### config.mk
export PLATFORM = sky130hd
export DESIGN_NAME = multi_axis_op_processor_fsm_flat
export DESIGN_NICKNAME = d
export VERILOG_FILES = /design/src/rtl/multi_axis_op_processor_fsm_pkg.sv /design/src/rtl/multi_axis_op_processor_fsm_if.sv /design/src/rtl/multi_axis_op_processor_fsm_op_watchdog_counter.sv /design/src/rtl/multi_axis_op_processor_fsm.sv /design/src/flat_wrapper.sv
export SDC_FILE = /design/constraint.sdc
export NUM_CORES = 1
export LEC_CHECK = 0
export CORE_ASPECT_RATIO = 1.4
export CORE_MARGIN = 2
export CORE_UTILIZATION = 36
export DETAILED_ROUTE_END_ITERATION = 16
export MAX_ROUTING_LAYER = met4
export RECOVER_POWER = 100
export SLEW_MARGIN = 20
export SYNTH_ARGS = -nofsm -noshare
export SYNTH_HDL_FRONTEND = slang
export SYNTH_HIERARCHICAL = 1
export SYNTH_SLANG_ARGS = --single-unit
### constraint.sdc
create_clock -name clk -period 6.7 [get_ports clk]
set_input_delay 0.67 -clock clk [delete_from_list [all_inputs] [get_ports clk]]
set_output_delay 0.67 -clock clk [all_outputs]
set_load 0.005 [all_outputs]
### src/rtl/multi_axis_op_processor_fsm_pkg.sv
// Shared types and default parameters for the multi-axis opcode processor.
// The state enum is also exported on the debug port of the interface.
package multi_axis_op_pkg;

    typedef enum logic [0:0] {
        STANDBY   = 1'b0,
        WAIT_DONE = 1'b1
    } op_state_t;

    localparam int DEFAULT_NUM_CHANNELS  = 2;
    localparam int DEFAULT_TIMEOUT_WIDTH = 16;

endpackage

### src/rtl/multi_axis_op_processor_fsm_if.sv
// Signal bundle between the parent OP unit, the motor control units and the
// multi-axis opcode processor.
interface multi_axis_op_processor_fsm_if
#(
    parameter int NUM_CHANNELS  = multi_axis_op_pkg::DEFAULT_NUM_CHANNELS,
    parameter int TIMEOUT_WIDTH = multi_axis_op_pkg::DEFAULT_TIMEOUT_WIDTH
) ();
    import multi_axis_op_pkg::*;

    // Handshake: trigger_in with a non-zero chan_mask_in is accepted in any
    // STANDBY cycle with clk_en high; done_out drops in that same cycle and
    // rises again in the last WAIT_DONE cycle, when every selected channel has
    // pulsed done_in, abort_in is seen, or the watchdog expires.
    logic                     trigger_in;
    logic [NUM_CHANNELS-1:0]  chan_mask_in;
    logic [TIMEOUT_WIDTH-1:0] timeout_in;
    logic                     abort_in;
    logic [NUM_CHANNELS-1:0]  done_in;
    logic [NUM_CHANNELS-1:0]  trigger_out;
    logic                     done_out;
    logic                     busy;
    logic [NUM_CHANNELS-1:0]  pending;
    logic                     timeout_err;
    op_state_t                state_dbg;

    modport master (
        output trigger_in, chan_mask_in, timeout_in, abort_in, done_in,
        input  trigger_out, done_out, busy, pending, timeout_err, state_dbg
    );

    modport slave (
        input  trigger_in, chan_mask_in, timeout_in, abort_in, done_in,
        output trigger_out, done_out, busy, pending, timeout_err, state_dbg
    );

endinterface

### src/rtl/multi_axis_op_processor_fsm_op_watchdog_counter.sv
// Watchdog counter for one operation: counts enabled cycles from zero and
// flags the cycle in which the count reaches limit-1; limit 0 never expires.
module op_watchdog_counter
#(
    parameter int TIMEOUT_WIDTH = multi_axis_op_pkg::DEFAULT_TIMEOUT_WIDTH
) (
    input  logic                     clk,
    input  logic                     reset,
    input  logic                     clear,
    input  logic                     enable,
    input  logic [TIMEOUT_WIDTH-1:0] limit,
    output logic                     expire
);

    logic [TIMEOUT_WIDTH-1:0] count;

    always_ff @(posedge clk or posedge reset) begin
        if (reset) begin
            count <= '0;
        end else if (clear) begin
            count <= '0;
        end else if (enable) begin
            count <= count + TIMEOUT_WIDTH'(1);
        end
    end

    assign expire = (limit != '0) && (count == (limit - TIMEOUT_WIDTH'(1)));

endmodule

### src/rtl/multi_axis_op_processor_fsm.sv
// Fans one parent trigger out to a masked set of motor channels, tracks each
// channel's done as a sticky pending bit, and ends on completion/abort/watchdog.
module multi_axis_op_processor_fsm
    import multi_axis_op_pkg::*;
#(
    parameter int NUM_CHANNELS  = DEFAULT_NUM_CHANNELS,
    parameter int TIMEOUT_WIDTH = DEFAULT_TIMEOUT_WIDTH
) (
    input  logic                          clk,
    input  logic                          reset,
    input  logic                          clk_en,
    multi_axis_op_processor_fsm_if.slave  bus
);

    op_state_t                state;
    op_state_t                state_next;
    logic [NUM_CHANNELS-1:0]  pending_q;
    logic [NUM_CHANNELS-1:0]  remaining;
    logic [TIMEOUT_WIDTH-1:0] limit_q;
    logic                     timeout_err_q;
    logic                     accept;
    logic                     all_done;
    logic                     expire;
    logic                     end_abort;
    logic                     end_complete;
    logic                     end_timeout;
    logic                     wd_clear;
    logic                     wd_enable;

    // Priority inside WAIT_DONE: abort, then completion, then watchdog.
    assign remaining    = pending_q & ~bus.done_in;
    assign all_done     = (remaining == '0);
    assign accept       = (state == STANDBY) && bus.trigger_in && (bus.chan_mask_in != '0);
    assign end_abort    = (state == WAIT_DONE) && bus.abort_in;
    assign end_complete = (state == WAIT_DONE) && !bus.abort_in && all_done;
    assign end_timeout  = (state == WAIT_DONE) && !bus.abort_in && !all_done && expire;
    assign wd_clear     = clk_en && accept;
    assign wd_enable    = clk_en && (state == WAIT_DONE) && !end_abort && !end_complete && !end_timeout;

    op_watchdog_counter #(
        .TIMEOUT_WIDTH (TIMEOUT_WIDTH)
    ) u_watchdog (
        .clk    (clk),
        .reset  (reset),
        .clear  (wd_clear),
        .enable (wd_enable),
        .limit  (limit_q),
        .expire (expire)
    );

    always_ff @(posedge clk or posedge reset) begin
        if (reset) begin
            state <= STANDBY;
        end else if (clk_en) begin
            state <= state_next;
        end
    end

    always_comb begin
        state_next = state;
        case (state)
            STANDBY: begin
                if (accept) begin
                    state_next = WAIT_DONE;
                end
            end
            WAIT_DONE: begin
                if (end_abort || end_complete || end_timeout) begin
                    state_next = STANDBY;
                end
            end
            default: state_next = STANDBY;
        endcase
    end

    always_comb begin
        bus.trigger_out = '0;
        bus.done_out    = 1'b1;
        bus.busy        = 1'b0;
        case (state)
            STANDBY: begin
                if (accept) begin
                    bus.trigger_out = bus.chan_mask_in;
                    bus.done_out    = 1'b0;
                end
            end
            WAIT_DONE: begin
                bus.busy     = 1'b1;
                bus.done_out = end_abort || end_complete || end_timeout;
            end
            default: begin
                bus.done_out = 1'b1;
            end
        endcase
    end

    // A done pulse is remembered by dropping its pending bit for good.
    always_ff @(posedge clk or posedge reset) begin
        if (reset) begin
            pending_q     <= '0;
            limit_q       <= '0;
            timeout_err_q <= 1'b0;
        end else if (clk_en) begin
            if (accept) begin
                pending_q     <= bus.chan_mask_in;
                limit_q       <= bus.timeout_in;
                timeout_err_q <= 1'b0;
            end else if (state == WAIT_DONE) begin
                if (end_abort || end_complete || end_timeout) begin
                    pending_q <= '0;
                end else begin
                    pending_q <= remaining;
                end
                if (end_timeout) begin
                    timeout_err_q <= 1'b1;
                end
            end
        end
    end

    assign bus.pending     = pending_q;
    assign bus.timeout_err = timeout_err_q;
    assign bus.state_dbg   = state;

endmodule

### src/flat_wrapper.sv
// flat-port wrapper written by rule: the top's interface ports become plain ports
module multi_axis_op_processor_fsm_flat import multi_axis_op_pkg::*;
#(
    parameter int NUM_CHANNELS  = DEFAULT_NUM_CHANNELS,
    parameter int TIMEOUT_WIDTH = DEFAULT_TIMEOUT_WIDTH
)
  (clk, reset, clk_en, bus_trigger_in, bus_chan_mask_in, bus_timeout_in, bus_abort_in, bus_done_in, bus_trigger_out, bus_done_out, bus_busy, bus_pending, bus_timeout_err, bus_state_dbg);
  multi_axis_op_processor_fsm_if #(.NUM_CHANNELS(NUM_CHANNELS), .TIMEOUT_WIDTH(TIMEOUT_WIDTH)) bus_i ();
  input  logic clk;
  input  logic reset;
  input  logic clk_en;
  input wire logic [$bits(bus_i.trigger_in)-1:0] bus_trigger_in;
  input wire logic [$bits(bus_i.chan_mask_in)-1:0] bus_chan_mask_in;
  input wire logic [$bits(bus_i.timeout_in)-1:0] bus_timeout_in;
  input wire logic [$bits(bus_i.abort_in)-1:0] bus_abort_in;
  input wire logic [$bits(bus_i.done_in)-1:0] bus_done_in;
  output wire logic [$bits(bus_i.trigger_out)-1:0] bus_trigger_out;
  output wire logic [$bits(bus_i.done_out)-1:0] bus_done_out;
  output wire logic [$bits(bus_i.busy)-1:0] bus_busy;
  output wire logic [$bits(bus_i.pending)-1:0] bus_pending;
  output wire logic [$bits(bus_i.timeout_err)-1:0] bus_timeout_err;
  output wire logic [$bits(bus_i.state_dbg)-1:0] bus_state_dbg;
  assign bus_i.trigger_in = bus_trigger_in;
  assign bus_i.chan_mask_in = bus_chan_mask_in;
  assign bus_i.timeout_in = bus_timeout_in;
  assign bus_i.abort_in = bus_abort_in;
  assign bus_i.done_in = bus_done_in;
  assign bus_trigger_out = bus_i.trigger_out;
  assign bus_done_out = bus_i.done_out;
  assign bus_busy = bus_i.busy;
  assign bus_pending = bus_i.pending;
  assign bus_timeout_err = bus_i.timeout_err;
  assign bus_state_dbg = bus_i.state_dbg;
  multi_axis_op_processor_fsm #(.NUM_CHANNELS(NUM_CHANNELS), .TIMEOUT_WIDTH(TIMEOUT_WIDTH)) u_core (.clk(clk), .reset(reset), .clk_en(clk_en), .bus(bus_i));
endmodule
==> impl.org, run 1 <==
** Setup path
- Among all stages on the critical path, the largest delay is contributed by nor4_1.
- For this run, the slowest stage of the critical path takes about 0.94 ns.
- The endpoint identified for the worst register-to-register timing path is u_core/u_watchdog/count[11].
- STA classifies the critical path startpoint as a flip-flop.
- Reg-to-reg startpoint :: u_core/limit_q[6]
- Critical Path RT :: 6.03 ns
- In this run the worst path has a maximum fanout of 7.
- Walking the worst path, the cells encountered are nor4_1 -> o211ai_1 -> o22a_1 -> a211oi_1 -> o2111ai_1 -> nor4b_1 -> nor2_1 -> o211ai_1 -> and2_1 -> dlygate4sd3_1.
- Worst endpoint data arrival time :: 4.25 ns
- STA classifies the critical path endpoint as an output pin.
- For flop-to-flop paths, the worst setup slack is 2.44 ns.
- The number of cells on the worst reg-to-reg path is 13.
- By startpoint and endpoint, the worst setup path is classified as flip-flop to output pin.
- Cell repeated most along the worst path :: o211ai_1

** Routing
- Iteration count of the initial detailed-routing pass :: 4
- Residual antenna-violating net count after detailed routing :: 0
- In this run, the number of DRC markers left after iteration 0 of detailed routing was 48.
- Routed WL per cell :: 15.5 um
- Number of vias after detailed routing :: approximately 1.7k
- Routed wire length :: 5.10 mm
- Using the TritonRoute via totals, the vias-per-cell ratio works out to 5.30.
- For this run, design rule violations remaining after detail routing come to 0.

** STA
- Skew final :: 0.00745 ns
- For the pin with the worst max-slew slack, the measured transition is 1.75 ns.
- The final-report hold violation count was 0.
- Final critical-path required period :: 4.92 ns
- Setup repair after global routing left no endpoint under its margin.
- Final-report max-slew violation count :: 36
- Worst hold margin :: 0.526 ns
- Period Utilization, post-route :: 73.4%
- Setup violations, final :: 0
- In the final timing run, aggregate negative setup slack is 0 ns.
- The worst pin sits at a relative slew slack of -16.9%.
- Based on the critical path, the design can be clocked at up to 0.203 GHz.

** Placed design
- Routability-driven placement congestion ratio :: 0.849
- Buffers on Ports :: 32
- Detailed placement HPWL :: 3.88 mm
- Once placement finished, the instance area stood at 2630 um2.

** Yosys
- Sequential cells were found to cover 39.7% of the synthesized design area.
- Mean instance size in the synthesized netlist :: roughly 10 um2
- The synthesized design contains 36 register bits.
- For this run, the number of Yosys warnings is 6.
- The synthesized design contains 0 enable-type register cells.
- Synthesis handed over a netlist of 225 instances.
- Counting flops with an async set or reset pin after synthesis yields a share of 100%.
- The synthesized netlist contains 47 unique library cells.
- Top FF cell, synth :: dfrtp_1
- The mapped netlist covers 2270 um2.
- Synthesized Nets :: 252

** Min path
- Worst Min Path Start :: u_core/bus.timeout_err
- The worst hold path was traced through 2 stages.
- For hold timing, the worst endpoint is u_core/bus.timeout_err.
- The worst hold path belongs to the class flip-flop to flip-flop.

** Layout
- The finished cells cover 2710 um2.
- Antenna cells :: 0
- At the end of the flow the core is filled with cells to 43.9%.
- Leaving out fill and tap cells, the most frequent cell in the layout is dfrtp_1.
- From synthesis to final layout, the design area changed by 19.2%.
- Of the cells placed in the final design, the portion with a size suffix greater than 1 is around a tenth.
- In the layout the commonest cells are dfrtp_1, nor2_1, clkdlybuf4s50_1.
- Post-layout net count :: roughly 280

** Global route
- The first global-routing pass estimated between 8 and 9 mm of wire.
- GR Overflow Total :: 0
- Initial antenna violation count :: 0
- The via count of the first global-routing pass is 1793.
- Global routing used 16.5% of the available tracks across all layers.
- Entering global routing, the biggest net connects 36 pins.

** Clocking
- For this design, the CTS-stage hold fixing added 0 buffers.
- No sink is reached through more buffers than the 2 on the longest clock path.
- Post-CTS setup buffer count :: 0
- In this run the number of H-tree levels came out at 2.
- The root buffer cell chosen for the clock tree is clkbuf_8.
- CTS Sinks :: 36
- Counting the buffers created by CTS gives 5.
- The number of gates resized after CTS was 0.
- TritonCTS built the clock tree.
- Insertion delay to the later sink of the worst-skew pair :: 0.28 ns
- Post-CTS clock slew at the launch and capture registers of the worst setup and hold paths :: 0.07 ns

** Floorplanning
- The total area inside the core boundary comes to around 6200 um2.
- Initial standard-cell utilization of the core :: a little under two fifths
- IO Pins :: 33
- Die Span Y :: 97.9 um
- Number of standard-cell rows in the floorplan :: 34
- Measured along the x axis, the die boundary spans between 70 and 80 um.
- Die area :: between 6000 and 7000 um2

** Power
- Summed over all cells, the static leakage comes to 1.09 nW.
- For this design the ratio of total power to cell area is 268 nW/um2.
- Across the VDD grid, the largest voltage drop is 143 uV.

** Run status
- Failing checks :: capacitance limit, slew limit
- Run status :: finished with violations

** Job
- Across the run, the number of max-cap violations was 1.
## critical path, delay by kind of cell (launching register included)
family	cells	cell delay, ns
compound gates	5	1.09
flops	1	0.48
simple gates	4	1.79
buf+inv	1	0.61
## metal layers
metal / global-route usage [%] / share of wire (%)
met3: 2.68 / 3.1
met5: - / 0
met1: 18.5 / 41
met2: 28.3 / 52
met4: 7.40 / 3.3
## cells in the mapped netlist (2+ instances only)
cell type  instances  area share (%)
dfrtp_1           36              40
nor2_1            25             4.1
xnor2_1           17             6.6
xor2_1            16             6.2
nand2_1           12             2.0
mux2_2             9             4.5
nand3_1            8             1.8
nand4_1            8             2.2
inv_1              7             1.2
mux2_4             7             4.6
o21ai_0            7             1.5
clkbuf_1           6            0.99
a21oi_1            5             1.1
nor3_1             5             1.1
nor2b_1            4             1.1
mux2i_1            3             1.3
nand2b_1           3            0.83
nor4_1             3            0.83
o211ai_1           3            0.99
a31oi_1            2            0.55
a32oi_1            2            0.77
and2_1             2            0.55
and2_2             2            0.66
and3_1             2            0.55
ha_1               2             1.1
nand3b_1           2            0.66
nand4b_1           2            0.77
nor4_4             2             1.9
nor4b_1            2            0.77
o22a_1             2            0.77
or2b_1             2            0.66
or3_1              2            0.55
## logic make-up after synthesis
kind of cell	share of synthesized area, %
and+or+nand+nor	23.7
DFF	39.7
xor gates and xnor gates	12.7
AOI/OAI and AO/OA	8.49
muxes	10.4
buffers and inverters	3.86
adders and majority gates	1.10
## where the power goes
group | switching, mW | internal (mW) | total, mW
logic | 0.0883 | 0.113 | 0.201
clock network | 0.0760 | 0.131 | 0.207
registers | 0.0615 | 0.254 | 0.316
## cell type report
cell class / count / area [um2]
clock buffers: 7 / 96.3
clock inverters: 1 / 30.0
fillers: 589 / 3460
inverters: 7 / 26.3
multi-input cells: 173 / 1240
flip-flops and latches: 36 / 901
well taps: 72 / 90.1
repair buffers: 33 / 324
## state kept, by name (all words and copies together), names as in the netlist
name / flops
u_core/bus.pending: 2
u_core/bus.state_dbg: 1
u_core/limit_q: 16
u_core/u_watchdog/count: 16
u_core/bus.timeout_err: 1
## worst max-delay path by stage
stage | start | to | slack [ns] | cells after the start
floorplan | u_core/limit_q[2] | u_core/u_watchdog/count[15] | 3.61 | 13
global placement | u_core/limit_q[0] | bus_done_out | 2.86 | 11
detailed placement | u_core/limit_q[0] | bus_done_out | 2.87 | 11
CTS | u_core/limit_q[0] | bus_done_out | 2.54 | 11
global route | u_core/limit_q[6] | bus_done_out | 1.32 | 10
finish | u_core/limit_q[6] | bus_done_out | 1.78 | 10
## stage by stage
step           total power, mW  std cells  worst slack [ns]
2_1_floorplan            0.470        225              3.61
3_3_place_gp             0.538        321              2.86
3_5_place_dp             0.541        321              2.87
4_1_cts                  0.752        329              2.54
5_1_grt                  0.771        329              1.32
6_report                 0.724        329              1.78
No activity file was read; power rests on OpenSTA's default activity.
==> inputs of run 2 (changes only) <==
clock period = 5.1 ns   (was 6.7 ns; I/O delays follow)
==> impl.org, run 2 (synthesized netlist as in run 1, its figures left out) <==
** Placed design
- Including well taps, the total number of placed cells is 321.
- Before CTS, the worst setup slack after placement is between 1 and 1.5 ns.
- During placement, the flow inserted port buffers numbering 32.
- The HPWL after detailed placement is 3.88 mm.
- Routability-driven placement congestion ratio :: 0.822

** Global route
- GR Overflow Total :: 0
- Vias in the first global route :: 1772
- In the global route stage, overall resource usage came out at 16.5%.
- The first global-routing pass estimated about 8.7 mm of wire.
- Largest net degree at the start of global routing :: 36
- Initial antenna violation count :: 0

** Floorplanning
- Horiz. Die Dim :: 71.1 um
- IO Pins :: 33
- The floorplan has 34 rows.
- The floorplan step defined a die boundary enclosing 6960 um2.
- The initial utilization of the core area, before any placement, comes to between 30% and 40%.
- Area inside the core boundary :: 6170 um2
- Die Span Y :: between 90 and 100 um

** Layout
- Leaving out fill and tap cells, the most frequent cell in the layout is dfrtp_1.
- Total area of multi-input combinational cells :: ~1300 um2
- Leaving out fill and tap cells, the most frequent cells in the layout are dfrtp_1, nor2_1, clkdlybuf4s50_1.
- Share of post-route cells with drive strength above 1 :: 10.1%
- Post-layout net count :: 283
- 0 antenna diodes ended up in the layout.
- Compared with the post-synthesis result, the final layout area differs by 19.9%.
- Non-filler instance count after layout :: 329
- Fillers :: 586
- Area taken by flip-flops and latches :: around 900 um2

** STA
- Measured slew at the worst slew-check pin :: about 1.8 ns
- Headroom to the max-slew limit came out at -17.4%.
- The final max-slew violation count was 36.
- Setup TNS :: 0 ns
- Skew final :: 0.00590 ns
- Of the available clock period, the critical path in the final layout requires 82.9%.
- Final critical-path required period :: 4.23 ns
- Achievable Freq :: approximately 0.24 GHz
- Hold violation total from the final report :: 0
- Setup slack on the critical path of the routed design comes to 0.874 ns.
- Setup violations, final :: 0
- Setup repair after global routing left no endpoint under its margin.

** Power
- Power density over the cells :: 353 nW/um2
- P_leak :: 1.10 nW
- Maximum vdd drop :: 147 uV

** Setup path
- Critical path buffers and inverters :: 1
- At the worst endpoint, the arrival time is 3.72 ns.
- Startpoint type of the worst setup path :: flip-flop
- Worst path slowest cell :: nor4b_1
- The signal on the critical path passes through nor4_4 -> o211ai_1 -> o22a_1 -> a211oi_1 -> o2111ai_1 -> nor4b_1 -> nor2_1 -> o211ai_1 -> and2_0 -> clkdlybuf4s50_1.
- Critical path class :: flip-flop to output pin
- Number of cells on the critical path :: 10
- In this run the worst path has a maximum fanout of 9.
- In this design, the stage delay of the slowest critical-path cell is 0.56 ns.
- Cell repeated most along the worst path :: o211ai_1
- Number of cells traversed by the worst register-to-register path :: 13
- At the worst endpoint, the required time is ~4.6 ns.
- The worst setup path is captured at an output pin.
- Family with the most delay on the worst path :: simple AND/OR/NAND/NOR gates

** Clocking
- Insertion delay to the later sink of the worst-skew pair :: 0.29 ns
- Clock tree synthesis selected as its root buffer the cell clkbuf_8.
- In this run the number of H-tree levels came out at 2.
- TritonCTS built the clock tree.
- CTS Sinks :: 36
- Post-CTS setup buffer count :: 0
- Post-CTS clock slew at the launch and capture registers of the worst setup and hold paths :: 0.07 ns
- After clock tree synthesis, the flow added hold-fix buffers numbering 0.
- CTS-repair resized insts :: 0
- TritonCTS buffer count :: 5
- Clock tree buffer depth :: 2

** Routing
- Drt initial violations :: 66
- Via-per-instance ratio :: 5.33
- Dividing the detail-routed wire length by the instance count gives roughly 16 um.
- Across all layers, the routed design uses approximately 1.8k vias.
- Routed wire length :: 5.12 mm
- For this run, design rule violations remaining after detail routing come to 0.
- Residual antenna-violating net count after detailed routing :: 0
- The first detailed-routing pass ran for 4 iterations.

** Run status
- The final reports fail on capacitance limit, slew limit.
- The run finished, with violations left.

** Min path
- Hold Crit Depth :: 2
- In this run the worst hold path is classified as flip-flop to flip-flop.

** Job
- Number of max-capacitance violations reported :: 1
run 2: changes by cell type in the layout (fill, tap and decap cells not counted):
cell	change
dlygate4sd3_1	-1
nor4_1	-1
clkdlybuf4s50_1	+1
and2_0	+1
and2_1	-1
nor4_4	+1
run 2: worst paths after layout:
kind,from,endpoint,slack (ns)
max in group asynchronous,reset,u_core/limit_q[15],3.77
hold / removal,u_core/bus.timeout_err,u_core/bus.timeout_err,0.52
hold reg to reg,u_core/bus.timeout_err,u_core/bus.timeout_err,0.52
setup / recovery,u_core/limit_q[2],bus_done_out,0.87
setup reg to reg,u_core/limit_q[2],u_core/u_watchdog/count[13],1.33
min in group asynchronous,reset,u_core/u_watchdog/count[9],0.79
run 2: worst min-delay path, stage by stage, from the launching register on:
cell     delay [ns]
dfrtp_1        0.38
inv_1          0.05
a21oi_1        0.05
run 2: power breakdown:
part,switching (mW),internal (mW)
logic,0.116,0.151
registers,0.0864,0.334
clock network,0.101,0.172
total,0.303,0.657
run 2: final cells by class:
class,count,share of cell area (%)
Timing Repair Buffer,33,11.9
Multi-Input combinational cell,173,46.0
Sequential cell,36,33.1
Clock inverter,1,1.10
Tap cell,72,3.31
Clock buffer,7,3.54
Inverter,7,0.966
run 2: layer usage:
| layer | up-vias | wire length, um | share of wire [%] | global-route usage, % |
|---|---|---|---|---|
| met4 | 0 | 96 | 1.9 | 6.24 |
| met3 | 8 | 171 | 3.3 | 2.48 |
| met2 | 41 | 2750 | 54 | 29.0 |
| li1 | 855 | - | - | - |
| met5 | - | 0 | 0 | - |
| met1 | 851 | 2110 | 41 | 18.6 |
run 2: stage by stage:
stage / utilization [%] / cell area (um2) / power (mW) / hold slack [ns]
after detailed placement: 42.6 / 2630 / 0.710 / 0.513
after CTS: 44.6 / 2750 / 0.988 / 0.528
after global routing: 44.1 / 2720 / 1.02 / 0.554
after floorplan: - / 2270 / 0.617 / 0.424
after global placement: 42.6 / 2630 / 0.706 / 0.505
final: 44.1 / 2720 / 0.960 / 0.516
